`src/rtl/wb_cmd_master.sv`:
```
// ---------------------------------------------------------------------------
// wb_cmd_master
//   Wishbone classic (non-pipelined) initiator. Turns one valid/ready command
//   (we/sel/adr/dat) into a single Wishbone read or write cycle and returns
//   the outcome on a valid/ready response stream. A per-transaction ack
//   timeout stops a dead or tristated slave from hanging the initiator.
//
// Handshake rule for both streams: a beat transfers on the rising clock edge
// where valid && ready are both high. Once raised, valid stays high and the
// payload stays stable until that edge. ready never depends on valid.
//
// Ports
//   wb_clk_i, wb_rst_n_i        clock, asynchronous active-low reset
//   cmd_valid_i / cmd_ready_o   command handshake
//   cmd_we/sel/adr/dat_i        command payload
//   rsp_valid_o / rsp_ready_i   response handshake
//   rsp_dat_o, rsp_err_o        read data (0 for writes/errors), timeout flag
//   wbm_*                       Wishbone initiator signals
//   busy_o                      high whenever the FSM is not idle
//   timeout_cnt_o               saturating count of timed-out transactions
//   dbg_state_o                 current FSM state encoding
// ---------------------------------------------------------------------------
module wb_cmd_master #(
  parameter  int ADDR_W         = 32,
  parameter  int DATA_W         = 32,
  parameter  int TIMEOUT_CYCLES = 255,
  parameter  int CNT_W          = 16,
  localparam int SEL_W          = DATA_W / 8
) (
  input  logic              wb_clk_i,
  input  logic              wb_rst_n_i,
  input  logic              cmd_valid_i,
  output logic              cmd_ready_o,
  input  logic              cmd_we_i,
  input  logic [SEL_W-1:0]  cmd_sel_i,
  input  logic [ADDR_W-1:0] cmd_adr_i,
  input  logic [DATA_W-1:0] cmd_dat_i,
  output logic              rsp_valid_o,
  input  logic              rsp_ready_i,
  output logic [DATA_W-1:0] rsp_dat_o,
  output logic              rsp_err_o,
  output logic              wbm_cyc_o,
  output logic              wbm_stb_o,
  output logic              wbm_we_o,
  output logic [SEL_W-1:0]  wbm_sel_o,
  output logic [ADDR_W-1:0] wbm_adr_o,
  output logic [DATA_W-1:0] wbm_dat_o,
  input  logic              wbm_ack_i,
  input  logic [DATA_W-1:0] wbm_dat_i,
  output logic              busy_o,
  output logic [CNT_W-1:0]  timeout_cnt_o,
  output logic [1:0]        dbg_state_o
);

  typedef enum logic [1:0] {
    S_IDLE = 2'd0,
    S_BUS  = 2'd1,
    S_RESP = 2'd2
  } state_t;

  // The wait counter only has to reach TIMEOUT_CYCLES-1.
  localparam int WAIT_W = (TIMEOUT_CYCLES < 2) ? 1 : $clog2(TIMEOUT_CYCLES);
  localparam logic [WAIT_W-1:0] WAIT_LAST = WAIT_W'(TIMEOUT_CYCLES - 1);

  state_t              r_state;
  logic                r_cyc;
  logic                r_we;
  logic [SEL_W-1:0]    r_sel;
  logic [ADDR_W-1:0]   r_adr;
  logic [DATA_W-1:0]   r_dat;
  logic                r_rsp_valid;
  logic [DATA_W-1:0]   r_rsp_dat;
  logic                r_rsp_err;
  logic [WAIT_W-1:0]   r_wait_cnt;
  logic [CNT_W-1:0]    r_tmo_cnt;

  logic                w_timeout;

  // Threshold reached this cycle; an ack in the same cycle takes priority.
  assign w_timeout = (TIMEOUT_CYCLES != 0) && (r_wait_cnt == WAIT_LAST);

  always_ff @(posedge wb_clk_i or negedge wb_rst_n_i) begin
    if (!wb_rst_n_i) begin
      r_state     <= S_IDLE;
      r_cyc       <= 1'b0;
      r_we        <= 1'b0;
      r_sel       <= '0;
      r_adr       <= '0;
      r_dat       <= '0;
      r_rsp_valid <= 1'b0;
      r_rsp_dat   <= '0;
      r_rsp_err   <= 1'b0;
      r_wait_cnt  <= '0;
      r_tmo_cnt   <= '0;
    end else begin
      case (r_state)
        S_IDLE: begin
          if (cmd_valid_i) begin
            r_we       <= cmd_we_i;
            r_sel      <= cmd_sel_i;
            r_adr      <= cmd_adr_i;
            r_dat      <= cmd_dat_i;
            r_cyc      <= 1'b1;
            r_wait_cnt <= '0;
            r_state    <= S_BUS;
          end
        end

        S_BUS: begin
          if (wbm_ack_i) begin
            r_cyc       <= 1'b0;
            r_rsp_valid <= 1'b1;
            r_rsp_err   <= 1'b0;
            r_rsp_dat   <= r_we ? '0 : wbm_dat_i;
            r_state     <= S_RESP;
          end else if (w_timeout) begin
            r_cyc       <= 1'b0;
            r_rsp_valid <= 1'b1;
            r_rsp_err   <= 1'b1;
            r_rsp_dat   <= '0;
            if (r_tmo_cnt != '1) begin
              r_tmo_cnt <= r_tmo_cnt + 1'b1;
            end
            r_state     <= S_RESP;
          end else begin
            r_wait_cnt <= r_wait_cnt + 1'b1;
          end
        end

        S_RESP: begin
          if (rsp_ready_i) begin
            r_rsp_valid <= 1'b0;
            r_state     <= S_IDLE;
          end
        end

        default: begin
          r_cyc       <= 1'b0;
          r_rsp_valid <= 1'b0;
          r_state     <= S_IDLE;
        end
      endcase
    end
  end

  assign cmd_ready_o   = (r_state == S_IDLE);
  assign busy_o        = (r_state != S_IDLE);
  assign dbg_state_o   = r_state;

  assign wbm_cyc_o     = r_cyc;
  assign wbm_stb_o     = r_cyc;
  assign wbm_we_o      = r_we;
  assign wbm_sel_o     = r_sel;
  assign wbm_adr_o     = r_adr;
  assign wbm_dat_o     = r_dat;

  assign rsp_valid_o   = r_rsp_valid;
  assign rsp_dat_o     = r_rsp_dat;
  assign rsp_err_o     = r_rsp_err;
  assign timeout_cnt_o = r_tmo_cnt;

endmodule

```
`config.mk`:
```
export PLATFORM = sky130hd
export DESIGN_NAME = wb_cmd_master
export DESIGN_NICKNAME = d
export VERILOG_FILES = /design/src/rtl/wb_cmd_master.sv
export SDC_FILE = /design/constraint.sdc
export NUM_CORES = 1
export LEC_CHECK = 0
export ABC_AREA = 0
export CELL_PAD_IN_SITES_DETAIL_PLACEMENT = 2
export CELL_PAD_IN_SITES_GLOBAL_PLACEMENT = 2
export CORE_MARGIN = 2
export CORE_UTILIZATION = 28
export CTS_CLUSTER_SIZE = 16
export DETAILED_ROUTE_END_ITERATION = 12
export PLACE_DENSITY_LB_ADDON = 0.15
export SLEW_MARGIN = 25
export SYNTH_ARGS = -nofsm -noshare
export SYNTH_HDL_FRONTEND = slang
export SYNTH_SLANG_ARGS = --single-unit
```
`constraint.sdc`:
```
create_clock -name wb_clk_i -period 4.9 [get_ports wb_clk_i]
set_clock_uncertainty 0.1 [all_clocks]
set_input_delay 0.98 -clock wb_clk_i [delete_from_list [all_inputs] [get_ports wb_clk_i]]
set_output_delay 0.98 -clock wb_clk_i [all_outputs]
set_load 0.02 [all_outputs]
```
# Word-level counts from Yosys, hierarchy flattened
# Cells that the tools add are included.
[word_totals]
input_bits = 106
register_bits = 130
output_inout_bits = 125
wordCells = 57
[op_classes]
addsub = 2
n_reduce_logical = 11
bitwise_logic = 3
n_eq_ne = 9
n_mux = 21
[ops]
columns = ["operator", "n"]
rows = [
  ["$mux W32", 3],
  ["$mux W8", 3],
  ["$add A16 B1 Y16 const B", 1],
  ["$ne A16 B16 Y1 const B", 1],
  ["$pmux W8 S2", 1],
  ["$reduce_and A3 Y1", 3],
  ["$add A8 B1 Y8 const B", 1],
  ["$eq A8 B8 Y1 const B", 1],
  ["$mux W2", 4],
  ["$ne A2 B2 Y1 const B", 4],
  ["$reduce_and A4 Y1", 2],
  ["$mux W1", 7],
  ["$pmux W1 S3", 2],
  ["$pmux W2 S3", 1],
  ["$reduce_bool A2 Y1", 3],
  ["$reduce_and A2 Y1", 2],
  ["$ne A3 B3 Y1 const B", 1],
  ["$not A1 Y1", 3],
  ["$eq A2 B1 Y1 const B", 1],
  ["$eq A2 B2 Y1 const B", 1],
  ["$logic_not A2 Y1", 1],
]

# Logic depth before layout (Yosys ltp)
# Gate-level depths: netlist of run 1.
[logic_depth]
depth_word = 4
mapped_depth = 7
ltp_nobuf = 7

# Worst setup path after synthesis of run 1
# No wires, ideal clock.
[synth_timing]
path_kind = "register to output"
startpoint = "reg r_state[1], in the netlist dbg_state_o[1]"
endpoint = "out busy_o"
arrival_ns = 1.068
path_buffers = 0
required_time_ns = 3.820
path_stages_with_launch = 3
slack_ns = 2.752
path_cell_list = "dfrtp_1 -> nor2_1 -> inv_1"
[synth_via]
elab_chain_cells = 1
[synth_lines]
columns = ["item", "line", "text"]
rows = [
  ["from (decl)", "65", "state_t r_state;"],
  ["from (signal assigned)", "84", "r_state <= S_IDLE;"],
  ["from (signal assigned)", "105", "r_state <= S_BUS;"],
  ["from (signal assigned)", "115", "r_state <= S_RESP;"],
  ["$reduce_bool A2 Y1", "147", "assign busy_o = (r_state != S_IDLE);"],
  ["to (decl)", "50", "output logic busy_o,"],
]
# No other way between the ends.

# Worst setup path after layout of run 1
[layout_timing]
startpoint = "reg r_state[0], in the netlist dbg_state_o[0]"
endpoint = "out cmd_ready_o"
[layout_via]
elab_chain_cells = 1
[layout_lines]
columns = ["item", "line", "text"]
rows = [
  ["$logic_not A2 Y1", "146", "assign cmd_ready_o = (r_state == S_IDLE);"],
  ["to (decl)", "33", "output logic cmd_ready_o,"],
]
# No other way between the ends.

==> summary.md, run 1 <==
| Metric | Value |
|---|---|
| Area grow syn2layout | `62.3%` |
| Net switching power | `1.82 mW` |
| I/O Pins | `231` |
| Synthesized flop and latch total | `130` |
| Core Box Area | `18000 sq um` |
| Worst-Skew Late Latency | `0.42 ns` |
| Largest net degree at the start of global routing | `74` |
| Synth Area in Simple Gates | `6.82%` |
| Pwr dens | `645 nW/um^2` |
| Die Y-Extent | `139 um` |
| CP peak stage delay | `0.64 ns` |
| Period utilization | `57.0%` |
| Placed Instance Area | `7660 sq um` |
| Final HPWL DP | `12000 um` |
| Setup CP Type | `flop to primary output` |
| Grt ovf | `0` |
| Clock group share of total power | `25.4%` |
| Net Count, Synth | `467` |
| Initial DRC count | `75` |
| Compound-gate portion of the synthesized area | `8.29%` |
| CP top delay family | `buffers and inverters` |
| Row Count | `49` |
| Post-layout net count | `706` |
| Setup Viol. Count Final | `0` |
| CTS Buf Count | `17` |
| RSZ-0062 raised after global routing | `no` |
| Die ar. | `19400 sq um` |
| Slew Limit Fails | `0` |
| XOR/XNOR Fraction of Synth Area | `2.57%` |
| Setup_tns | `0 ns` |
| Max VDD drop | `0.292 mV` |
| RePlAce Congestion | `0.744` |
| Post-synthesis mux area share | `15.7%` |
| CTS resizes | `0` |
| Vias in the first global route | `4527` |
| Post-CTS Setup Bufs | `0` |
| Worst hold start | `rsp_valid_o` |
| R2r startpoint | `dbg_state_o[0]` |
| Synth Instances | `358` |
| Synth Warn # | `0` |
| Avg Synthesized Cell Area | `14.3 sq um` |
| Clk root buf | `clkbuf_16` |
| Clock buffer depth | `2` |
| Fillcell total | `1758` |
| Final hold violations | `0` |
| Worst-path fanout max | `8` |
| Drc violations | `0` |
| Port bufs | `230` |
| Drt wl/cell | `19.6 um` |
| Adder-cell share of the synthesized area | `0.733%` |
| Drt pass-1 iters | `4` |
| Post-synthesis cell area | `5120 sq um` |
| Sequential power share | `32.3%` |
| Layout cells sized above 1 | `19.7%` |
| Hold crit path type | `flop to flop` |
| Finished Layout Cells | `840` |
| Antenna violations before repair | `1` |
| Critical path arrival | `1.71 ns` |
| Worst setup EP type | `primary output` |
| Die X | `139 um` |
| CP cell instances | `nor2_1 > clkdlybuf4s50_1` |
| WP buf/inv | `1` |
| Slew HR | `52.1%` |
| Gr usage total | `17.7%` |
| Starting Density | `28.5%` |
| Post-synth cell types | `37` |
| Slowest cell on crit path | `clkdlybuf4s50_1` |
| CP Launch Type | `flop` |
| Internal | `3.53 mW` |
| Placed Cells | `807` |
| Max Fclk | `358 MHz` |
| Combinational share of power | `42.3%` |
| Leakage | `3.51 nW` |
| TritonCTS clock tree | `done` |
| Max-cap violations | `0` |
| Largest family of logic cells by synthesized area | `multiplexers` |
| Worst-Margin Slew | `0.719 ns` |
| Net Sw Frac | `34.0%` |
| Min Tclk post-route | `2.79 ns` |
| Worst Path Required | `3.82 ns` |
| CTS Hold Bufs | `0` |
| Clock Sinks | `130` |
| Sequential element share of the synthesized area | `63.6%` |
| Clock Pin Slew Worst Setup and Hold Paths | `0.06 ns` |
| Vias/cell | `4.71` |
| Outcome | `completed` |
| Post-layout instance area | `8300 sq um` |
| First-pass GRT wire length | `26500 um` |
| CP startpoint | `dbg_state_o[0]` |
| Antenna viol nets, final | `0` |
| H-tree levels | `4` |
| Worst hold slack | `0.388 ns` |
| Vias | `3955` |
| Final WL | `16500 um` |
synthesized netlist by cell type (all sizes together):
library cell | instances | area [sq um]
and3 | 8 | 50.1
a21oi | 6 | 30.0
a31oi | 1 | 6.26
nor3b | 2 | 15.0
nand3b | 1 | 7.51
o41ai | 1 | 8.76
mux2 | 71 | 803
ha | 3 | 37.5
nand2 | 12 | 45.0
nor2 | 12 | 45.0
xor2 | 6 | 52.6
nor2b | 1 | 6.26
nand3 | 9 | 45.0
inv | 6 | 22.5
o21ai | 9 | 52.6
dfrtp | 130 | 3250
a22o | 32 | 280
nor4 | 1 | 21.3
and2 | 2 | 12.5
buf | 15 | 92.6
and4 | 1 | 10.0
nor3 | 2 | 15.0
o31ai | 3 | 22.5
nand4 | 8 | 56.3
o211a | 1 | 10.0
nand2b | 2 | 12.5
clkbuf | 1 | 3.75
o21a | 1 | 7.51
xnor2 | 9 | 78.8
o22ai | 1 | 6.26
and2b | 1 | 7.51
flip-flops by register name, indices dropped and copies added (netlist names):
| signal | count |
|---|---|
| dbg_state_o | 2 |
| r_wait_cnt | 8 |
| rsp_dat_o | 32 |
| rsp_err_o | 1 |
| rsp_valid_o | 1 |
| timeout_cnt_o | 16 |
| wbm_adr_o | 32 |
| wbm_cyc_o | 1 |
| wbm_dat_o | 32 |
| wbm_sel_o | 4 |
| wbm_we_o | 1 |
metal layers:
metal	track usage [%]	share of wire (%)	vias to the layer above
li1	-	-	1771
met1	22.0	43	2004
met2	28.9	49	164
met3	6.39	7.0	16
met4	5.64	1.5	0
met5	0	0	-
final timing paths:
kind / end / slack [ns] / cells after the start
min in group asynchronous: wbm_dat_o[14] / 0.47 / 1
hold / removal: rsp_valid_o / 0.39 / 2
max in group asynchronous: wbm_dat_o[1] / 3.29 / 2
setup / recovery: cmd_ready_o / 2.11 / 2
hold reg to reg: rsp_valid_o / 0.39 / 2
setup reg to reg: wbm_adr_o[22] / 2.61 / 4
area by class of cell:
| class | count | area (sq um) | share of cell area (%) |
|---|---|---|---|
| repair buffers | 236 | 2350 | 28.3 |
| multi-input cells | 206 | 1760 | 21.1 |
| inverters | 6 | 22.5 | 0.271 |
| well taps | 229 | 287 | 3.45 |
| diodes | 1 | 2.50 | 0.0301 |
| clock inverters | 13 | 183 | 2.20 |
| flip-flops and latches | 130 | 3250 | 39.2 |
| clock buffers | 19 | 453 | 5.45 |
worst min-delay path, stage by stage (launching register included):
cell     delay (ns)
dfrtp_1        0.35
nand2_1        0.05
nand2_1        0.06
cells by family after synthesis:
| group | Yosys count |
|---|---|
| flip-flops | 130 |
| multiplexers | 71 |
| AND/OR/NAND/NOR | 62 |
| AO/OA/AOI/OAI | 55 |
| buffers and inverters | 22 |
| XOR/XNOR | 15 |
| adder cells (fa/ha/maj) | 3 |
power groups by stage:
stage	Sequential, mW	Clock (mW)	Combinational [mW]
6_report	1.73	1.36	2.27
5_1_grt	1.79	1.44	2.40
4_1_cts	1.74	1.39	2.30
3_5_place_dp	1.75	0	2.29
3_3_place_gp	1.72	0	2.24
2_1_floorplan	2.21	0	0.666
per-stage QoR:
step | util (%) | power (mW) | worst slack (ns)
2_1_floorplan | - | 2.88 | 2.75
6_report | 46.2 | 5.36 | 2.11
3_5_place_dp | 42.6 | 4.04 | 1.84
4_1_cts | 46.2 | 5.44 | 2.06
5_1_grt | 46.2 | 5.63 | 2.02
3_3_place_gp | 42.6 | 3.96 | 1.91
layout by cell type, fill, tap and decap left out, types with 2 or more instances in the layout:
cell,instances
a21oi_1,6
a22o_1,32
and3_1,8
buf_4,6
bufinv_16,4
clkbuf_16,17
clkbuf_8,2
clkdlybuf4s50_1,229
clkinv_2,3
clkinvlp_4,4
dfrtp_1,130
ha_1,3
inv_1,6
mux2_2,70
nand2_1,12
nand2b_1,2
nand3_1,9
nand4_1,7
nor2_1,11
nor3b_1,2
o21ai_0,6
o21ai_2,3
o31ai_1,3
xnor2_1,9
xor2_1,6
(Power assumes the default switching activity.)
==> run 2: changes to the inputs <==
CORE_UTILIZATION = 24   (was 28)
clock period = 2.3 ns   (was 4.9 ns; I/O delays follow)
==> summary.md, run 2 (synthesized netlist as in run 1, its figures left out) <==
| Metric | Value |
|---|---|
| Row Count | `53` |
| H-tree levels | `4` |
| Antenna violations before repair | `0` |
| Period utilization | `95.3%` |
| Port bufs | `230` |
| Net switching power | `3.89 mW` |
| Slew HR | `71.7%` |
| Sequential power share | `31.3%` |
| RSZ-0062 raised after global routing | `no` |
| Setup Viol. Count Final | `0` |
| Drc violations | `0` |
| Setup CP Type | `flop to primary output` |
| TritonCTS clock tree | `done` |
| CTS Buf Count | `17` |
| Final HPWL DP | `11800 um` |
| Area grow syn2layout | `67.2%` |
| Slew Limit Fails | `0` |
| Worst Slack Setup Final | `0.109 ns` |
| CP peak stage delay | `0.67 ns` |
| Critical path arrival | `1.63 ns` |
| Setup WS pre-CTS | `0.0535 ns` |
| Final hold violations | `0` |
| Outcome | `completed` |
| Initial DRC count | `75` |
| WP buf/inv | `2` |
| Worst setup EP type | `primary output` |
| Commonest non-fill, non-tap cell in the layout | `clkdlybuf4s50_1` |
| Max Fclk | `456 MHz` |
| Worst-Skew Late Latency | `0.41 ns` |
| Min Tclk post-route | `2.19 ns` |
| Ant diodes | `0` |
| Clock buffer depth | `2` |
| Net Sw Frac | `33.3%` |
| Max VDD drop | `0.482 mV` |
| CP top delay family | `buffers and inverters` |
| Drt pass-1 iters | `4` |
| Die ar. | `22500 sq um` |
| Final WL | `16000 um` |
| RePlAce Congestion | `0.719` |
| Antenna viol nets, final | `0` |
| Post-CTS Setup Bufs | `0` |
| Clock group share of total power | `25.8%` |
| Vias | `3960` |
| Clock Sinks | `130` |
| Fillcell total | `2146` |
| Hold crit path type | `flop to flop` |
| Pwr dens | `1370 nW/um^2` |
| I/O Pins | `231` |
| Vias/cell | `4.42` |
| Die Y-Extent | `150 um` |
| Largest net degree at the start of global routing | `67` |
| Gr usage total | `14.9%` |
| CP cell instances | `buf_4 > clkdlybuf4s50_1` |
| Worst-path fanout max | `7` |
| Starting Density | `24.4%` |
| Post-layout net count | `717` |
| Vias in the first global route | `4510` |
| Combinational share of power | `42.9%` |
| Layout cells sized above 1 | `20.6%` |
| Internal | `7.80 mW` |
| CP Launch Type | `flop` |
| Worst-Margin Slew | `0.425 ns` |
| Slowest cell on crit path | `clkdlybuf4s50_1` |
| Leakage | `3.60 nW` |
| Grt ovf | `0` |
| First-pass GRT wire length | `25800 um` |
| Max-cap violations | `0` |
| Setup_tns | `0 ns` |
| Most frequent cells in the layout | `228 x clkdlybuf4s50_1, 130 x dfrtp_1, 70 x mux2_2` |
| Drt wl/cell | `17.8 um` |
| Clk root buf | `clkbuf_16` |
| Worst Path Required | `1.74 ns` |
| Core Box Area | `21000 sq um` |
| Die X | `150 um` |
| Clock Pin Slew Worst Setup and Hold Paths | `0.06 ns` |
[run 2: per-layer routing]
layer | track usage, % | up-vias | wire [um]
met5 | 0 | - | 0
met4 | 4.95 | 0 | 155
met3 | 5.76 | 10 | 1480
met2 | 22.7 | 171 | 7080
met1 | 19.5 | 1989 | 7260
li1 | - | 1790 | -
[run 2: final timing paths]
path / from / end / slack [ns] / depth (start not counted)
worst min-delay path: rsp_valid_o / rsp_valid_o / 0.38 / 2
worst max-delay path: dbg_state_o[0] / dbg_state_o[0] / 0.11 / 2
worst min register to register: rsp_valid_o / rsp_valid_o / 0.38 / 2
min in group asynchronous: wb_rst_n_i / wbm_adr_o[3] / 0.55 / 3
max in group asynchronous: wb_rst_n_i / rsp_dat_o[12] / 1.24 / 3
worst max register to register: r_wait_cnt[0] / timeout_cnt_o[1] / 0.30 / 6
[run 2: repair_timing]
action	in CTS	in global routing
resized for setup	2	1
endpoints found under the setup margin	2	1
hold buffers	1	0
endpoints found under the hold margin	130	0
[run 2: tightest hold or removal path, cell delays in order, from the launching register on]
cell and delay, ns:
dfrtp_1 0.34, nand2_1 0.05, nand2_1 0.06
[run 2: layout make-up]
type / instances / area, sq um / share of cell area [%]
Tap cell: 275 / 344 / 4.02
Inverter: 6 / 22.5 / 0.263
Multi-Input combinational cell: 206 / 1760 / 20.6
Clock buffer: 20 / 457 / 5.34
Clock inverter: 11 / 200 / 2.34
Sequential cell: 130 / 3250 / 38.0
Timing Repair Buffer: 247 / 2520 / 29.4
[run 2: through the flow]
step	total power, mW	instances	hold WS, ns	instance area, sq um	utilization [%]
6_report	11.7	895	0.380	8560	40.8
3_3_place_gp	8.66	863	0.371	7890	37.6
5_1_grt	12.4	895	0.423	8560	40.8
4_1_cts	11.9	895	0.384	8550	40.8
2_1_floorplan	6.13	358	0.0644	5120	-
3_5_place_dp	8.80	863	0.370	7890	37.6
[run 2: power groups by stage]
stage / combinational [mW] / clock, mW / sequential [mW]
5_1_grt: 5.36 / 3.23 / 3.81
4_1_cts: 5.11 / 3.12 / 3.68
3_3_place_gp: 5.01 / 0 / 3.65
3_5_place_dp: 5.09 / 0 / 3.71
6_report: 5.01 / 3.02 / 3.66
2_1_floorplan: 1.42 / 0 / 4.71
==> run 3: changes to the inputs <==
ABC_CLOCK_PERIOD_IN_PS = 2300   (was default)
CORE_UTILIZATION = 36   (was 24)
DONT_BUFFER_PORTS = 1   (was default)
SETUP_SLACK_MARGIN = 0.02   (was default)
==> summary.md, run 3 (synthesized netlist as in run 1, its figures left out) <==
| Metric | Value |
|---|---|
| Outcome | `finished with violations` |
| Failing checks | `negative hold slack` |
| Worst-Skew Late Latency | `0.41 ns` |
| Max-cap violations | `0` |
| RSZ-0062 raised after global routing | `no` |
| Worst Path Required | `2.48 ns` |
| H-tree levels | `4` |
| Hold crit path type | `input port to async pin` |
| Post-layout net count | `482` |
| Met3 Usage GRT | `9.50%` |
| Final WL | `12800 um` |
| I/O Pins | `231` |
| Clock Sinks | `130` |
| Gr usage total | `17.5%` |
| Starting Density | `36.9%` |
| Final HPWL DP | `9050 um` |
| Clock Pin Slew Worst Setup and Hold Paths | `0.06 ns` |
| Clk root buf | `clkbuf_16` |
| R2r startpoint | `dbg_state_o[0]` |
| GRT busiest layer | `met2` |
| Layout cells sized above 1 | `31.1%` |
| Most frequent cells in the layout | `130 x dfrtp_1, 70 x mux2_2, 32 x a22o_1` |
| Initial DRC count | `78` |
| Placed Cells | `534` |
| Slew Limit Fails | `0` |
| CTS resizes | `0` |
| Drt pass-1 iters | `4` |
| Met2 Usage GRT | `27.4%` |
| Slew HR | `65.5%` |
| Worst hold slack | `-0.363 ns` |
| Antenna viol nets, final | `0` |
| Worst setup EP type | `flop` |
| Largest net degree at the start of global routing | `131` |
| Core Box Area | `13900 sq um` |
| Vias/cell | `5.45` |
| CP Launch Type | `flop` |
| Clock buffer depth | `2` |
| Commonest non-fill, non-tap cell in the layout | `dfrtp_1` |
| GR Layer Usage met1 | `19.8%` |
| Vias | `3094` |
| Drt wl/cell | `22.6 um` |
| Pwr dens | `1570 nW/um^2` |
| Final hold violations | `130` |
| Min Tclk post-route | `2.07 ns` |
| Post-CTS Setup Bufs | `0` |
| Critical path arrival | `2.24 ns` |
| First-pass GRT wire length | `19700 um` |
| Max VDD drop | `0.546 mV` |
| Grt ovf | `0` |
| Drc violations | `0` |
| Vias in the first global route | `3319` |
| Setup Viol. Count Final | `0` |
| R2r endpoint | `r_wait_cnt[7]` |
| Leakage | `2.63 nW` |
| Die X | `123 um` |
| Die ar. | `15200 sq um` |
| Post-layout instance area | `5940 sq um` |
| Placed Instance Area | `5360 sq um` |
| Antenna violations before repair | `2` |
| Finished Layout Cells | `568` |
| RePlAce Congestion | `0.715` |
| Reg2Reg Depth | `5` |
| Port bufs | `0` |
| Setup CP Type | `flop to flop` |
| Die Y-Extent | `123 um` |
| CTS Buf Count | `17` |
| TritonCTS clock tree | `done` |
| Worst-Margin Slew | `0.516 ns` |
| Worst-path fanout max | `9` |
| Max Fclk | `483 MHz` |
| Setup_tns | `0 ns` |
| Row Count | `43` |
| Period utilization | `90.0%` |
| Setup slack, reg-to-reg | `0.23 ns` |
| Area grow syn2layout | `16.2%` |
-- run 3: cell types whose count changed in the layout (fill, tap and decap cells not counted), moves of 2 or more --
| cell | delta |
|---|---|
| bufinv_16 | -3 |
| clkinv_2 | +2 |
| buf_12 | -6 |
| clkbuf_1 | +3 |
| clkdlybuf4s50_1 | -228 |
| diode_2 | +2 |
| inv_6 | -2 |
| buf_4 | +2 |
-- run 3: worst max-delay path, cell delays in order, from the launching register on --
cell,delay (ns)
dfrtp_1,0.46
nor3b_1,0.49
o21ai_2,0.27
and2b_1,0.31
o21ai_0,0.19
o41ai_1,0.11
-- run 3: layer usage --
layer	part of all wire (%)	vias up	wire length, um
met5	0	-	0
met4	2.2	0	284
met3	12	22	1600
met2	48	161	6130
met1	38	1587	4830
li1	-	1324	-
-- run 3: final cells by class --
class	count	area, sq um
Fill cell	1338	7940
Sequential cell	130	3250
Multi-Input combinational cell	206	1750
Clock buffer	24	482
Tap cell	180	225
Timing Repair Buffer	12	103
Clock inverter	8	101
Inverter	6	22.5
Antenna cell	2	5.00
-- run 3: how the worst max path moves through the flow --
stage	startpoint	endpoint	slack [ns]	depth (start not counted)
2_1_floorplan	dbg_state_o[1]	wbm_dat_o[10]	0.29	5
3_3_place_gp	dbg_state_o[0]	r_wait_cnt[5]	0.35	5
3_5_place_dp	r_wait_cnt[0]	r_wait_cnt[7]	0.22	7
4_1_cts	dbg_state_o[0]	r_wait_cnt[7]	0.18	5
5_1_grt	dbg_state_o[0]	r_wait_cnt[5]	0.03	5
6_report	dbg_state_o[0]	r_wait_cnt[7]	0.23	5
-- run 3: per-stage QoR --
step	power (mW)	worst slack (ns)	utilization (%)
final	9.32	0.231	42.8
after global routing	9.86	0.0281	42.8
after CTS	9.47	0.178	42.8
after detailed placement	6.76	0.223	38.6
after global placement	6.63	0.346	38.6
after floorplan	6.13	0.287	-
-- run 3: power by group --
group	internal [mW]	switching [mW]	total, mW
clock network	1.68	0.987	2.67
logic	0.978	0.746	1.72
registers	3.16	1.77	4.93
total	5.82	3.50	9.32
